===== src/rtl/pressure_sample_sequencer_pkg.sv =====
// Shared types and constants for the pressure sample sequencer and its
// calibration-engine interface.
package pressure_pkg;

  localparam int RAW_W_DEF = 12;
  localparam int RES_W_DEF = 16;
  // Cycles from the engine seeing start to done being visible.
  localparam int CAL_LAT   = 4;

  typedef enum logic [1:0] {
    IDLE  = 2'd0,
    REQ   = 2'd1,
    START = 2'd2,
    WAIT  = 2'd3
  } seq_state_t;

endpackage


===== src/rtl/pressure_sample_sequencer_if.sv =====
// Bundle of ADC, calibration-engine, result-consumer and flag signals.
// The master side is the sequencer; the slave side is its environment.
interface pressure_sample_sequencer_if #(
  parameter int RAW_W = 12,
  parameter int RES_W = 16
);

  logic             trig;
  logic             sample_req;
  logic             adc_valid;
  logic [RAW_W-1:0] praw_in;
  logic [RAW_W-1:0] traw_in;
  logic [RAW_W-1:0] praw;
  logic [RAW_W-1:0] traw;
  logic             start;
  logic             done;
  logic [RES_W-1:0] result_in;
  logic             res_valid;
  logic             res_ready;
  logic [RES_W-1:0] res_data;
  logic             overrun;
  logic             timeout_err;
  logic             clr_flags;

  modport master (
    input  trig, adc_valid, praw_in, traw_in, done, result_in, res_ready, clr_flags,
    output sample_req, praw, traw, start, res_valid, res_data, overrun, timeout_err
  );

  modport slave (
    output trig, adc_valid, praw_in, traw_in, done, result_in, res_ready, clr_flags,
    input  sample_req, praw, traw, start, res_valid, res_data, overrun, timeout_err
  );

endinterface


===== src/rtl/pressure_sample_sequencer_result_fifo2.sv =====
// Two-entry result buffer. The head entry sits in a register so the
// consumer sees registered data; a pop frees a slot for a same-cycle push.
module result_fifo2 #(
  parameter int RES_W = 16
) (
  input  logic             clk,
  input  logic             rst,
  input  logic             push_i,
  input  logic             pop_i,
  input  logic [RES_W-1:0] din_i,
  output logic [RES_W-1:0] dout_o,
  output logic             full_o,
  output logic             empty_o
);

  logic [RES_W-1:0] head_q, head_d;
  logic [RES_W-1:0] tail_q, tail_d;
  logic [1:0]       cnt_q, cnt_d;
  logic             pop_ok;
  logic             push_ok;

  assign pop_ok  = pop_i & (cnt_q != 2'd0);
  assign push_ok = push_i & ((cnt_q != 2'd2) | pop_ok);

  always_comb begin
    head_d = head_q;
    tail_d = tail_q;
    cnt_d  = cnt_q;
    case (cnt_q)
      2'd0: begin
        if (push_ok) begin
          head_d = din_i;
          cnt_d  = 2'd1;
        end
      end
      2'd1: begin
        if (pop_ok && push_ok) begin
          head_d = din_i;
        end else if (pop_ok) begin
          cnt_d = 2'd0;
        end else if (push_ok) begin
          tail_d = din_i;
          cnt_d  = 2'd2;
        end
      end
      default: begin
        if (pop_ok) begin
          head_d = tail_q;
          if (push_ok) tail_d = din_i;
          else         cnt_d  = 2'd1;
        end
      end
    endcase
  end

  always_ff @(posedge clk) begin
    if (rst) begin
      head_q <= '0;
      tail_q <= '0;
      cnt_q  <= 2'd0;
    end else begin
      head_q <= head_d;
      tail_q <= tail_d;
      cnt_q  <= cnt_d;
    end
  end

  assign dout_o  = head_q;
  assign full_o  = (cnt_q == 2'd2);
  assign empty_o = (cnt_q == 2'd0);

endmodule


===== src/rtl/pressure_sample_sequencer.sv =====
// Requests raw Praw/Traw pairs periodically or on trigger, runs the
// calibration engine once per pair and buffers the compensated results.
//
// state | meaning
// IDLE  | waiting for a period tick or manual trigger
// REQ   | sample_req high, waiting for adc_valid to latch the pair
// START | one-cycle start pulse to the engine, wait counter cleared
// WAIT  | waiting for done, bounded by TIMEOUT cycles
module pressure_sample_sequencer
  import pressure_pkg::*;
#(
  parameter int RAW_W   = RAW_W_DEF,
  parameter int RES_W   = RES_W_DEF,
  parameter int PERIOD  = 1000,
  parameter int TIMEOUT = 15
) (
  input logic clk,
  input logic rst,
  pressure_sample_sequencer_if.master bus
);

  localparam int PW = (PERIOD > 1) ? $clog2(PERIOD) : 1;
  localparam int WW = $clog2(TIMEOUT + 1);
  localparam logic [PW-1:0] PER_LAST = PW'(PERIOD - 1);
  localparam logic [WW-1:0] TMO_VAL  = WW'(TIMEOUT);

  seq_state_t       state_q, state_d;
  logic [PW-1:0]    period_q, period_d;
  logic [WW-1:0]    wait_q, wait_d;
  logic [RAW_W-1:0] praw_q, praw_d;
  logic [RAW_W-1:0] traw_q, traw_d;
  logic             overrun_q, overrun_d;
  logic             tmo_q, tmo_d;
  logic             tick, push, pop, drop, tmo_hit;
  logic             req_c, start_c;
  logic             fifo_full, fifo_empty;
  logic [RES_W-1:0] fifo_dout;

  // Free-running: ticks landing outside IDLE are simply lost.
  assign tick     = (period_q == PER_LAST);
  assign period_d = tick ? '0 : period_q + PW'(1);

  always_comb begin
    state_d = state_q;
    wait_d  = wait_q;
    praw_d  = praw_q;
    traw_d  = traw_q;
    push    = 1'b0;
    tmo_hit = 1'b0;
    req_c   = 1'b0;
    start_c = 1'b0;
    case (state_q)
      IDLE: begin
        if (tick || bus.trig) state_d = REQ;
      end
      REQ: begin
        req_c = 1'b1;
        if (bus.adc_valid) begin
          praw_d  = bus.praw_in;
          traw_d  = bus.traw_in;
          state_d = START;
        end
      end
      START: begin
        start_c = 1'b1;
        wait_d  = '0;
        state_d = WAIT;
      end
      WAIT: begin
        // wait_d is the 1-based index of the current WAIT cycle.
        wait_d = wait_q + WW'(1);
        if (bus.done) begin
          push    = 1'b1;
          state_d = IDLE;
        end else if (wait_d == TMO_VAL) begin
          tmo_hit = 1'b1;
          state_d = IDLE;
        end
      end
      default: state_d = IDLE;
    endcase
  end

  assign pop       = ~fifo_empty & bus.res_ready;
  assign drop      = push & fifo_full & ~pop;
  assign overrun_d = drop | (overrun_q & ~bus.clr_flags);
  assign tmo_d     = tmo_hit | (tmo_q & ~bus.clr_flags);

  always_ff @(posedge clk) begin
    if (rst) begin
      state_q   <= IDLE;
      period_q  <= '0;
      wait_q    <= '0;
      praw_q    <= '0;
      traw_q    <= '0;
      overrun_q <= 1'b0;
      tmo_q     <= 1'b0;
    end else begin
      state_q   <= state_d;
      period_q  <= period_d;
      wait_q    <= wait_d;
      praw_q    <= praw_d;
      traw_q    <= traw_d;
      overrun_q <= overrun_d;
      tmo_q     <= tmo_d;
    end
  end

  result_fifo2 #(.RES_W(RES_W)) u_fifo (
    .clk     (clk),
    .rst     (rst),
    .push_i  (push),
    .pop_i   (pop),
    .din_i   (bus.result_in),
    .dout_o  (fifo_dout),
    .full_o  (fifo_full),
    .empty_o (fifo_empty)
  );

  assign bus.sample_req  = req_c;
  assign bus.start       = start_c;
  assign bus.praw        = praw_q;
  assign bus.traw        = traw_q;
  assign bus.res_valid   = ~fifo_empty;
  assign bus.res_data    = fifo_dout;
  assign bus.overrun     = overrun_q;
  assign bus.timeout_err = tmo_q;

endmodule


===== src/flat_wrapper.sv =====
// flat-port wrapper written by rule: the top's interface ports become plain ports
module pressure_sample_sequencer_flat import pressure_pkg::*;
#(
  parameter int RAW_W   = RAW_W_DEF,
  parameter int RES_W   = RES_W_DEF,
  parameter int PERIOD  = 1000,
  parameter int TIMEOUT = 15
)
  (clk, rst, bus_trig, bus_adc_valid, bus_praw_in, bus_traw_in, bus_done, bus_result_in, bus_res_ready, bus_clr_flags, bus_sample_req, bus_praw, bus_traw, bus_start, bus_res_valid, bus_res_data, bus_overrun, bus_timeout_err);
  pressure_sample_sequencer_if #(.RAW_W(RAW_W), .RES_W(RES_W)) bus_i ();
  input logic clk;
  input logic rst;
  input wire logic [$bits(bus_i.trig)-1:0] bus_trig;
  input wire logic [$bits(bus_i.adc_valid)-1:0] bus_adc_valid;
  input wire logic [$bits(bus_i.praw_in)-1:0] bus_praw_in;
  input wire logic [$bits(bus_i.traw_in)-1:0] bus_traw_in;
  input wire logic [$bits(bus_i.done)-1:0] bus_done;
  input wire logic [$bits(bus_i.result_in)-1:0] bus_result_in;
  input wire logic [$bits(bus_i.res_ready)-1:0] bus_res_ready;
  input wire logic [$bits(bus_i.clr_flags)-1:0] bus_clr_flags;
  output wire logic [$bits(bus_i.sample_req)-1:0] bus_sample_req;
  output wire logic [$bits(bus_i.praw)-1:0] bus_praw;
  output wire logic [$bits(bus_i.traw)-1:0] bus_traw;
  output wire logic [$bits(bus_i.start)-1:0] bus_start;
  output wire logic [$bits(bus_i.res_valid)-1:0] bus_res_valid;
  output wire logic [$bits(bus_i.res_data)-1:0] bus_res_data;
  output wire logic [$bits(bus_i.overrun)-1:0] bus_overrun;
  output wire logic [$bits(bus_i.timeout_err)-1:0] bus_timeout_err;
  assign bus_i.trig = bus_trig;
  assign bus_i.adc_valid = bus_adc_valid;
  assign bus_i.praw_in = bus_praw_in;
  assign bus_i.traw_in = bus_traw_in;
  assign bus_i.done = bus_done;
  assign bus_i.result_in = bus_result_in;
  assign bus_i.res_ready = bus_res_ready;
  assign bus_i.clr_flags = bus_clr_flags;
  assign bus_sample_req = bus_i.sample_req;
  assign bus_praw = bus_i.praw;
  assign bus_traw = bus_i.traw;
  assign bus_start = bus_i.start;
  assign bus_res_valid = bus_i.res_valid;
  assign bus_res_data = bus_i.res_data;
  assign bus_overrun = bus_i.overrun;
  assign bus_timeout_err = bus_i.timeout_err;
  pressure_sample_sequencer #(.RAW_W(RAW_W), .RES_W(RES_W), .PERIOD(PERIOD), .TIMEOUT(TIMEOUT)) u_core (.clk(clk), .rst(rst), .bus(bus_i));
endmodule

===== config.mk =====
export PLATFORM = sky130hd
export DESIGN_NAME = pressure_sample_sequencer_flat
export DESIGN_NICKNAME = d
export VERILOG_FILES = /design/src/rtl/pressure_sample_sequencer_pkg.sv /design/src/rtl/pressure_sample_sequencer_if.sv /design/src/rtl/pressure_sample_sequencer_result_fifo2.sv /design/src/rtl/pressure_sample_sequencer.sv /design/src/flat_wrapper.sv
export SDC_FILE = /design/constraint.sdc
export NUM_CORES = 1
export LEC_CHECK = 0
export CORE_MARGIN = 10
export CORE_UTILIZATION = 30
export DETAILED_ROUTE_END_ITERATION = 10
export PLACE_DENSITY_LB_ADDON = 0.2
export REMOVE_ABC_BUFFERS = 1
export SLEW_MARGIN = 10
export SYNTH_ARGS = -nofsm -noshare
export SYNTH_HDL_FRONTEND = slang
export SYNTH_SLANG_ARGS = --single-unit

===== constraint.sdc =====
create_clock -name clk -period 3.45 [get_ports clk]
set_input_delay 0.5175 -clock clk [delete_from_list [all_inputs] [get_ports clk]]
set_output_delay 0.5175 -clock clk [all_outputs]
set_load 0.01 [all_outputs]

## Word level (Yosys, flattened, before mapping)

Cells that the tools add are included.

- Bits in registers: 76
- Bits of input ports: 47

- Add/sub/neg operators: 2
- Equality and inequality tests: 17
- Multiplexer cells: 29
- Bitwise operators: 13
- Reduce and logical (&&, ||, !) cells: 14

Operators with widths:

| operator | number |
|---|---|
| 2-to-1 mux 16 bit | 7 |
| one-hot mux 16 bit (2 select lines) | 2 |
| 2-to-1 mux 2 bit | 10 |
| inequality test 2 bit (second input constant) | 6 |
| adder 10 x 1 -> 10 bit (second input constant) | 1 |
| equality test 10 bit (second input constant) | 1 |
| one-hot mux 2 bit (4 select lines) | 1 |
| one-hot mux 4 bit (2 select lines) | 1 |
| AND 1 bit | 7 |
| 2-to-1 mux 1 bit | 7 |
| equality test 2 bit (second input constant) | 3 |
| AND reduction 3 bit | 2 |
| nonzero test 2 bit | 3 |
| AND reduction 5 bit | 1 |
| adder 4 x 1 -> 4 bit (second input constant) | 1 |
| equality test 2 x 1 -> 1 bit (second input constant) | 2 |
| equality test 4 bit (second input constant) | 1 |
| zero test 2 bit | 2 |
| one-hot mux 2 bit (2 select lines) | 1 |
| AND reduction 4 bit | 1 |
| inequality test 3 x 1 -> 1 bit (second input constant) | 1 |
| inequality test 3 x 2 -> 1 bit (second input constant) | 1 |
| inequality test 3 bit (second input constant) | 1 |
| NOT 1 bit | 3 |
| other kinds (7) | 9 |

## Logic depth before layout (Yosys ltp)

- Word-level depth: 10
- Gate-level depth with buffers: 7
- Gate-level depth less buffers: 7

## By module

Synthesis repeated with hierarchy kept, for this count alone.

- Cells, all modules: 376
- Area, all modules: 3399.5 µm²

By module, submodules not included:

| module | instances | cells each | area each (µm²) |
|---|---|---|---|
| pressure_sample_sequencer | 1 | 216 | 1746.7 |
| result_fifo2 | 1 | 160 | 1652.8 |

## Worst setup path before layout

OpenSTA, ideal clock, no wires.

- Path kind: register to register
- Start point: register u_core.wait_q[0]
- End point: register u_core.state_q[0]
- Arrival time: 1.626 ns
- Slack: 1.737 ns
- Cell stages (with the launch flop): 7
- Buffers on the path: 0
- Clock period less this slack: 1.713 ns
- Path through: dfxtp_1 ha_1 nor2b_1 a21oi_1 o221a_2 or4_1 o31ai_1

- Word-level cells in the longest chain between the ends: 4

Ends and longest elaborated chain:

| element | line | source |
|---|---|---|
| start: declaration | pressure_sample_sequencer.sv:29 | `logic [WW-1:0] wait_q, wait_d;` |
| start signal: assignment | pressure_sample_sequencer.sv:101 | `wait_q <= wait_d;` |
| adder 4 x 1 -> 4 bit | pressure_sample_sequencer.sv:71 | `wait_d = wait_q + WW'(1);` |
| equality test 4 bit | pressure_sample_sequencer.sv:75 | `end else if (wait_d == TMO_VAL) begin` |
| inequality test 3 x 2 -> 1 bit (no line) | n/a |  |
| AND reduction 3 bit (no line) | n/a |  |
| end signal: assignment | pressure_sample_sequencer.sv:99 | `state_q <= state_d;` |
| end: declaration | pressure_sample_sequencer.sv:27 | `seq_state_t state_q, state_d;` |

No other way between the ends.
A chain may end at the register's enable or synchronous reset.

## Worst setup path in the final report

- Start point: register u_core.u_fifo.cnt_q[1]
- End point: output bus_res_valid

- Word-level cells in the longest chain between the ends: 2

Ends and longest elaborated chain:

| element | line | source |
|---|---|---|
| start: declaration | pressure_sample_sequencer_result_fifo2.sv:18 | `logic [1:0] cnt_q, cnt_d;` |
| start signal: assignment | pressure_sample_sequencer_result_fifo2.sv:64 | `cnt_q <= cnt_d;` |
| zero test 2 bit | pressure_sample_sequencer_result_fifo2.sv:70 | `assign empty_o = (cnt_q == 2'd0);` |
| NOT 1 bit (no line) | n/a |  |
| end: declaration | flat_wrapper.sv:25 | `output wire logic [$bits(bus_i.res_valid)-1:0] bus_res_valid;` |

No other way between the ends.

==> results.sh <==
export IMPL_status="finished, final reports clean"
export IMPL_fmax_mhz=445
export IMPL_holdCritPathClass="register to register"
export IMPL_worstPathRequired_ns=2.93
export IMPL_synth_seq_cells=76
export IMPL_synthTopCellsByCount="76 x dfxtp_1, 59 x nand2_1, 58 x nor2_1"
export IMPL_die_x_um=122
export IMPL_reg2reg_slack_ns=1.53
export IMPL_dp_cells=563
export IMPL_grt_use_total=0.106
export IMPL_routed_via_density=4.51
export IMPL_antenna_cells=0
export IMPL_finalNetCount=493
export IMPL_arrival_ns=1.73
export IMPL_finalSetupTns_ns=0
export IMPL_end_kind="output port"
export IMPL_ir_worst_vdd_v=0.000230
export IMPL_hold_violations=0
export IMPL_async_flop_share=0
export IMPL_rsz0062_at_grt="false"
export IMPL_power_density_mw_per_mm2=522
export IMPL_final_antenna_net_count=0
export IMPL_synth_area_mm2=0.00312
export IMPL_path_max_fanout=23
export IMPL_start_util=0.305
export IMPL_root_buffer="clkbuf_8"
export IMPL_worstMarginPinSlew_ns=0.915
export IMPL_drt_total_wl_um=7920
export IMPL_holdCritStartpoint="u_core.period_q[0]"
export IMPL_crit_path_start_kind="register"
export IMPL_cts_buffer_depth=2
export IMPL_dp_hpwl_um=5590
export IMPL_synthFlopType="dfxtp_1"
export IMPL_io_buffers=91
export IMPL_synth_edf_count=0
export IMPL_cts_resized_gates=0
export IMPL_syn_inst=354
export IMPL_numCtsBuffers=9
export IMPL_drc=0
export IMPL_dr_pass1_iters=4
export IMPL_grt_pass1_wl_um=12800
export IMPL_yosys_area_top_type="dfxtp_1"
export IMPL_yosysMostFrequentCell="dfxtp_1"
export IMPL_whs_path_depth=1
export IMPL_maxCapViolations=0
export IMPL_placementRows=37
export IMPL_drt_initial_drc_count=93
export IMPL_path_clk_slew_ns=0.08
export IMPL_slew_headroom=0.390
export IMPL_drive_above_1_share=0.0587
export IMPL_antenna_found_initial=0
export IMPL_ioPinCount=92
export IMPL_cts_max_level=3
export IMPL_syn_avg_cell_area_um2=8.80
export IMPL_ys_seq_area_frac=0.488
export IMPL_post_route_period_util=0.652
export IMPL_synth_cell_type_count=39
export IMPL_clkLatencyLatePin_ns=0.35
export IMPL_fillers=1017
export IMPL_core_region_area_mm2=0.0102
export IMPL_area_growth_pct=40.4
export IMPL_p_leak_nw=1.49
export IMPL_cts_hold_buf=0
export IMPL_grt_max_degree=45
export IMPL_clock_skew_ns=0.0106
export IMPL_dieHeight_um=122
export IMPL_postCtsSetupBuffers=0
export IMPL_layout_min_cycle_time_ns=2.25
export IMPL_path_class="register to output port"
export IMPL_worstReg2RegStart="u_core.wait_q[0]"
export IMPL_timing_rr_end="u_core.state_q[1]"
export IMPL_ys_top_cells_by_area="dfxtp_1 49%, mux2i_1 11%, nand2_1 7.1%"
export IMPL_overflow=0
export IMPL_final_cells=579
export IMPL_clkSinkCount=76
export IMPL_hold_end="u_core.period_q[0]"
export IMPL_gp_congestion=0.786
export IMPL_finalMaxSlewViolations=0
export IMPL_reg2reg_depth=6
export IMPL_dieArea_mm2=0.0149
export IMPL_yosysWarnings=0
export IMPL_grt_pass1_vias=2653
export IMPL_cts_tree="done"
export IMPL_critPathLaunch="u_core.u_fifo.cnt_q[1]"
export IMPL_dr_total_vias=2609
export IMPL_setup_viol=0
export IMPL_wl_per_cell_um=13.7
export IMPL_synth_top_area_frac=0.488
==> logic make-up after synthesis <==
| kind of cell | Yosys count | share of synthesized area |
|---|---|---|
| adder cells (fa/ha/maj) | 8 | 0.0321 |
| flip-flops | 76 | 0.488 |
| multiplexers | 34 | 0.109 |
| AND/OR/NAND/NOR | 137 | 0.185 |
| AO/OA/AOI/OAI | 59 | 0.120 |
| buffers and inverters | 32 | 0.0426 |
| XOR/XNOR | 8 | 0.0225 |
==> sequential cells by signal (all words and copies together) (netlist names) <==
| register | flops |
|---|---|
| u_core.bus.timeout_err | 1 |
| u_core.state_q | 2 |
| u_core.bus.overrun | 1 |
| u_core.u_fifo.cnt_q | 2 |
| u_core.wait_q | 4 |
| u_core.bus.traw | 12 |
| u_core.period_q | 10 |
| u_core.u_fifo.tail_q | 16 |
| u_core.bus.praw | 12 |
| u_core.u_fifo.dout_o | 16 |
==> routing by layer <==
layer  wire, um  GRT usage  vias to the layer above
li1           -          -                     1360
met1       3560      0.122                     1171
met2       3630      0.172                       69
met3        647     0.0463                        9
met4         88     0.0402                        0
met5          0          0                        -
==> final cells by class <==
cell class	count	area, um^2	area share
Multi-Input combinational cell	246	1460	0.334
Clock buffer	11	141	0.0323
Sequential cell	76	1520	0.348
Timing Repair Buffer	95	936	0.214
Inverter	10	37.5	0.00858
Clock inverter	5	108	0.0246
Tap cell	136	170	0.0389
==> critical path, stage by stage, from the launching register on <==
cell	delay (ns)
dfxtp_1	0.30
buf_4	0.24
or2_2	0.35
clkdlybuf4s50_1	0.49
==> layout by cell type, fill, tap and decap left out, types with 2 or more instances in the layout <==
cell type and n:
buf_4 4, clkbuf_8 10, a32oi_1 2, nand4_1 2, nor2_1 58, nand2_1 59
nor2b_1 2, xor2_1 3, a21oi_1 31, and2_1 2, bufinv_16 3, nand3_1 2
xnor2_1 5, clkdlybuf4s50_1 90, a211oi_1 16, inv_1 10, mux2i_1 34, o31ai_1 2
dfxtp_1 76, ha_1 8, and3_1 2
==> how the worst max path moves through the flow <==
stage,end,depth (start not counted)
6_report,bus_res_valid,3
5_1_grt,bus_res_valid,3
4_1_cts,bus_res_valid,3
3_5_place_dp,u_core.u_fifo.tail_q[1],7
3_3_place_gp,u_core.u_fifo.tail_q[9],7
2_1_floorplan,u_core.u_fifo.tail_q[0],4
==> power breakdown <==
part / internal (mW) / switching [mW]
combinational: 0.235 / 0.231
clock: 0.505 / 0.333
sequential: 0.943 / 0.0390
==> through the flow <==
step | area [um^2] | utilization | power, mW | hold slack, ns | setup slack, ns
global route | 4380 | 0.428 | 2.43 | 0.468 | 1.14
detailed placement | 4130 | 0.403 | 1.48 | 0.435 | 1.26
finish | 4380 | 0.428 | 2.29 | 0.442 | 1.20
global placement | 4130 | 0.403 | 1.47 | 0.430 | 1.30
CTS | 4380 | 0.428 | 2.33 | 0.446 | 1.16
floorplan | 3020 | - | 1.22 | 0.413 | 1.32
No activity file was read; power rests on OpenSTA's default activity.
==> edit 1 (same flow settings) <==
Encoding of `seq_state_t`: now one-hot (4 bits for 4 states).
--- a/src/rtl/pressure_sample_sequencer_pkg.sv
+++ b/src/rtl/pressure_sample_sequencer_pkg.sv
@@ -8,9 +8,9 @@
   localparam int CAL_LAT   = 4;
 
-  typedef enum logic [1:0] {
-    IDLE  = 2'd0,
-    REQ   = 2'd1,
-    START = 2'd2,
-    WAIT  = 2'd3
+  typedef enum logic [3:0] {
+    IDLE  = 4'b0001,
+    REQ   = 4'b0010,
+    START = 4'b0100,
+    WAIT  = 4'b1000
   } seq_state_t;
 
Check against the original RTL: same outputs for any inputs over 10 cycles, from zero or initial values and one cycle with rst high; not proved beyond that.
==> edit 1 against the original RTL <==
Global-route usage up 0.20 points; routed wire length is 6.0% higher; sequential cell count rose by 2; cell area up 2.2%; clock skew is essentially flat; synthesized area grew 5.1%; setup slack worse by 290 ps.
Power is not compared: it rests on default switching activity, and its combinational part moved more than twofold at a synthesized area within 25%.
==> edit 1: results (changes against the original RTL) <==
metric	value	unit	change
Filler cells	1089		+7.1%
root buf cell	clkbuf_8		
Max Cap Viol	0		unchanged
Post-synth top cells	dfxtp_1, nand2_1, a21oi_1, nor2_1, mux2i_1		
Via density	4.64		+2.9%
worst slew pin tran	893	ps	-21.8 ps
number of global-route vias before repair	2695		+1.6%
hold-critical path depth	2		+1
Async S/R FF share, synth	0	%	unchanged
reg2reg path depth	4		-2
Cells after Synth	361		+2.0%
number of library cell types mapped by synthesis	42		+7.7%
M3 GR Usage	4.09	%	-0.54 points
Clock Path Buffers	2		unchanged
GRT met2 Usage	15.8	%	-1.4 points
largest net degree at the start of global routing	38		-16%
detailed-route wire length per cell	14.3	µm	+4.4%
Detailed Place HPWL	6.00	mm	+7.4%
worst min path class	register to register		
fraction of layout cells with a size suffix above 1	6.03	%	+0.16 points
largest cells by area after synthesis	dfxtp_1, mux2i_1, a21oi_1		
clk slew on worst S/H paths	80	ps	about the same
Clk Latency, worst-skew pair	360	ps	
Pre-antenna DRT Iters	4		unchanged
initial antenna violation count	0		unchanged
dpl cells	572		+1.6%
global-route wire length before repair	14.0	mm	+9.4%
Resized cells post-CTS	0		unchanged
H-tree depth	3		unchanged
number of synthesized flops with an enable pin	0		unchanged
final RePlAce weighted congestion	0.723		-7.9%
sequential area share after synthesis	47.7	%	-1.1 points
CP Max Fanout	8		-65%
Final Non-Filler Cells	588		+1.6%
worst slack at placement	1110	ps	-150 ps
CP delay by family, top	buffers and inverters		
buffers added on ports	91		unchanged
static leakage	1.62	nW	
Starting DRT DRC Count	86		-7.5%
GR Util met1	14.0	%	+1.8 points
Synthesis Warnings	0		unchanged
final layout net count	493		unchanged
clk_skew	10.7	ps	+0.0805 ps
worst vdd ir	209	µV	
Total GRT Usage	10.8	%	+0.20 points
# diodes	0		unchanged
critical path data arrival time	2020	ps	+290 ps
# Post-CTS Setup Buffers	0		unchanged
Post-DP Area	4250	µm²	+2.9%
CP peak stage delay	650	ps	+160 ps
CTS Buf Count	9		unchanged
status	complete, no violations		
slowest stage cell, crit path	clkdlybuf4s50_1		
edit 1: changes by cell type after synthesis, sizes merged, moves of 5 or more:
cell | unedited run | this run
a21oi | 32 | 48
buf | 8 | 13
ha | 8 | 3
inv | 10 | 5
nor2 | 59 | 36
o21ai | 1 | 7
edit 1: metal layers:
| layer | up-vias | routed length [µm] |
|---|---|---|
| met2 | 72 | 3520 |
| met4 | 0 | 132 |
| met1 | 1245 | 4270 |
| li1 | 1398 | - |
| met5 | - | 0 |
| met3 | 11 | 471 |
edit 1: final cells by class:
class / instances / area [µm²] / share of cell area [%]
sequential: 78 / 1560 / 34.9
multi-input combinational: 254 / 1560 / 34.8
timing repair buffer: 95 / 936 / 20.9
tap: 140 / 175 / 3.92
clock buffer: 11 / 141 / 3.16
clock inverter: 5 / 81.3 / 1.82
inverter: 5 / 18.8 / 0.420
edit 1: kinds of logic after synthesis:
| family | share of synthesized area [%] |
|---|---|
| simple gates | 18.9 |
| compound gates | 15.0 |
| flops | 47.7 |
| mux | 10.1 |
| buf+inv | 4.78 |
| xor+xnor | 2.41 |
| fa+ha+maj | 1.15 |
edit 1: path summary, 6_finish.rpt:
kind / startpoint / end / slack (ps)
worst max-delay path: u_core.state_q[2] / bus_start / 910
worst min-delay path: u_core.bus.praw[5] / u_core.bus.praw[5] / 460
worst max register to register: u_core.state_q[0] / u_core.u_fifo.dout_o[10] / 1260
worst min register to register: u_core.bus.praw[5] / u_core.bus.praw[5] / 460
edit 1: power breakdown:
part | switching, mW | total (mW) | leakage [nW] | internal [mW]
Sequential | 0.0110 | 0.920 | 0.629 | 0.909
Combinational | 0.0490 | 0.119 | 0.878 | 0.0705
Clock | 0.338 | 0.767 | 0.110 | 0.429
==> edit 2 (config.mk and constraints unchanged) <==
Without the edit above. `PERIOD` is set to 1000 in 2 places; all go to 500.
--- a/src/rtl/pressure_sample_sequencer.sv
+++ b/src/rtl/pressure_sample_sequencer.sv
@@ -12,5 +12,5 @@
   parameter int RAW_W   = RAW_W_DEF,
   parameter int RES_W   = RES_W_DEF,
-  parameter int PERIOD  = 1000,
+  parameter int PERIOD  = 500,
   parameter int TIMEOUT = 15
 ) (
--- a/src/flat_wrapper.sv
+++ b/src/flat_wrapper.sv
@@ -4,5 +4,5 @@
   parameter int RAW_W   = RAW_W_DEF,
   parameter int RES_W   = RES_W_DEF,
-  parameter int PERIOD  = 1000,
+  parameter int PERIOD  = 500,
   parameter int TIMEOUT = 15
 )
Function: same outputs for any inputs over 10 cycles, from zero or initial values and one cycle with rst high; that may be too few to reach the edited logic, so the function may still have changed.
==> edit 2 against the original RTL <==
Worst hold slack improved by 13 ps; cell area is 1.6% lower; largest power group unchanged; synthesized area is 0.92% lower; sequential cell count shrank 1; power down 5.1%; routed wire length down 3.9%; setup slack gained 11 ps; combinational power down 0.9%.
==> edit 2: results (changes against the original RTL) <==
metric	value	unit	change
multi-input logic portion of the cell area	33.5	%	+0.15 points
static leakage	1.46	nW	-2.3%
final layout net count	487		-1.2%
largest net degree at the start of global routing	40		-11%
adder-cell share of the synthesized area	3.24	%	+0.030 points
largest cells by area after synthesis	dfxtp_1, mux2i_1, nand2_1		
H-tree depth	3		unchanged
Via density	4.56		+1.2%
buffers added on ports	91		unchanged
clk sinks	75		-1.3%
sequential area share after synthesis	48.6	%	-0.19 points
number of global-route vias before repair	2501		-5.7%
# diodes	0		unchanged
slowest stage cell, crit path	clkdlybuf4s50_1		
status	complete, no violations		
total wire length	7.62	mm	-3.9%
Clk Latency, worst-skew pair	350	ps	about the same
Compound-Gate Fraction of Synth Area	12.0	%	-0.050 points
CP peak stage delay	540	ps	+50 ps
Post-synth top cells	dfxtp_1, nand2_1, nor2_1, mux2i_1, a21oi_1		
global-route wire length before repair	12.4	mm	-2.9%
clock network area share	5.00	%	-0.69 points
non-clock buffer area fraction after layout	21.7	%	+0.35 points
multiplexer area fraction after synthesis	11.3	%	+0.43 points
Detailed Place HPWL	5.44	mm	-2.6%
CLK BUF	9		-2
worst vdd ir	168	µV	-27%
worst min path class	register to register		
Signal inverters	11		+1
Async S/R FF share, synth	0	%	unchanged
multi-input logic cell count	240		-2.4%
critical path data arrival time	1720	ps	
Starting DRT DRC Count	111		+19%
root buf cell	clkbuf_8		
Non-clk bufs	95		unchanged
Resized cells post-CTS	0		unchanged
Total GRT Usage	10.3	%	-0.32 points
initial antenna violation count	0		unchanged
number of library cell types mapped by synthesis	41		+5.1%
Clock Path Buffers	2		unchanged
# Post-CTS Setup Buffers	0		unchanged
fraction of layout cells with a size suffix above 1	6.19	%	+0.32 points
Filler cells	1001		-1.6%
clk slew on worst S/H paths	90	ps	
Pre-antenna DRT Iters	4		unchanged
Sequential Area	1500	µm²	-1.3%
worst slew pin tran	831	ps	-83.4 ps
CP Max Fanout	23		unchanged
Post-Synth XOR/XNOR Area	1.99	%	-0.26 points
clk_skew	11.0	ps	+0.391 ps
final RePlAce weighted congestion	0.721		-8.2%
dominant synthesized flop cell	dfxtp_1		
Synthesis Warnings	0		unchanged
[edit 2: cell count changes after synthesis, sizes merged, moves of 2 or more]
cell	unedited run	this run
nor2	59	53
nand2	59	55
nand3	2	5
xnor2	5	3
[edit 2: logic make-up after synthesis]
kind of cell | after synthesis
AO/OA/AOI/OAI | 59
XOR/XNOR | 7
adder cells (fa/ha/maj) | 8
buffers and inverters | 33
flip-flops | 75
multiplexers | 35
AND/OR/NAND/NOR | 131
[edit 2: worst max-delay path, delay by kind of cell (launching register included)]
| family | cells | cell delay [ps] |
|---|---|---|
| buffers and inverters | 2 | 870 |
| flip-flops | 1 | 310 |
| AND/OR/NAND/NOR | 1 | 200 |
[edit 2: power by group]
part	leakage [nW]	internal, mW	switching (mW)
clock network	0.109	0.406	0.332
registers	0.607	0.931	0.0381
logic	0.745	0.233	0.228
total	1.46	1.57	0.598
[edit 2: routing by layer]
| layer | routed length (µm) | vias up | track usage, % |
|---|---|---|---|
| li1 | - | 1340 | - |
| met3 | 559 | 10 | 3.82 |
| met4 | 128 | 0 | 4.25 |
| met1 | 3620 | 1173 | 13.0 |
| met5 | 0 | - | 0 |
| met2 | 3310 | 71 | 15.5 |
[edit 2: per-stage QoR]
stage,setup WS (ps),cells,cell area (µm²)
2_1_floorplan,1320,326,2990
3_3_place_gp,1300,554,4090
3_5_place_dp,1270,554,4090
4_1_cts,1170,569,4300
5_1_grt,1140,569,4300
6_report,1210,569,4300
[edit 2: worst paths after layout]
kind,start,endpoint,slack (ps),depth (start not counted)
setup / recovery,u_core.u_fifo.cnt_q[1],bus_res_valid,1210,3
hold / removal,u_core.bus.traw[4],u_core.bus.traw[4],450,2
setup reg to reg,u_core.wait_q[0],u_core.state_q[1],1580,7
hold reg to reg,u_core.bus.traw[4],u_core.bus.traw[4],450,2
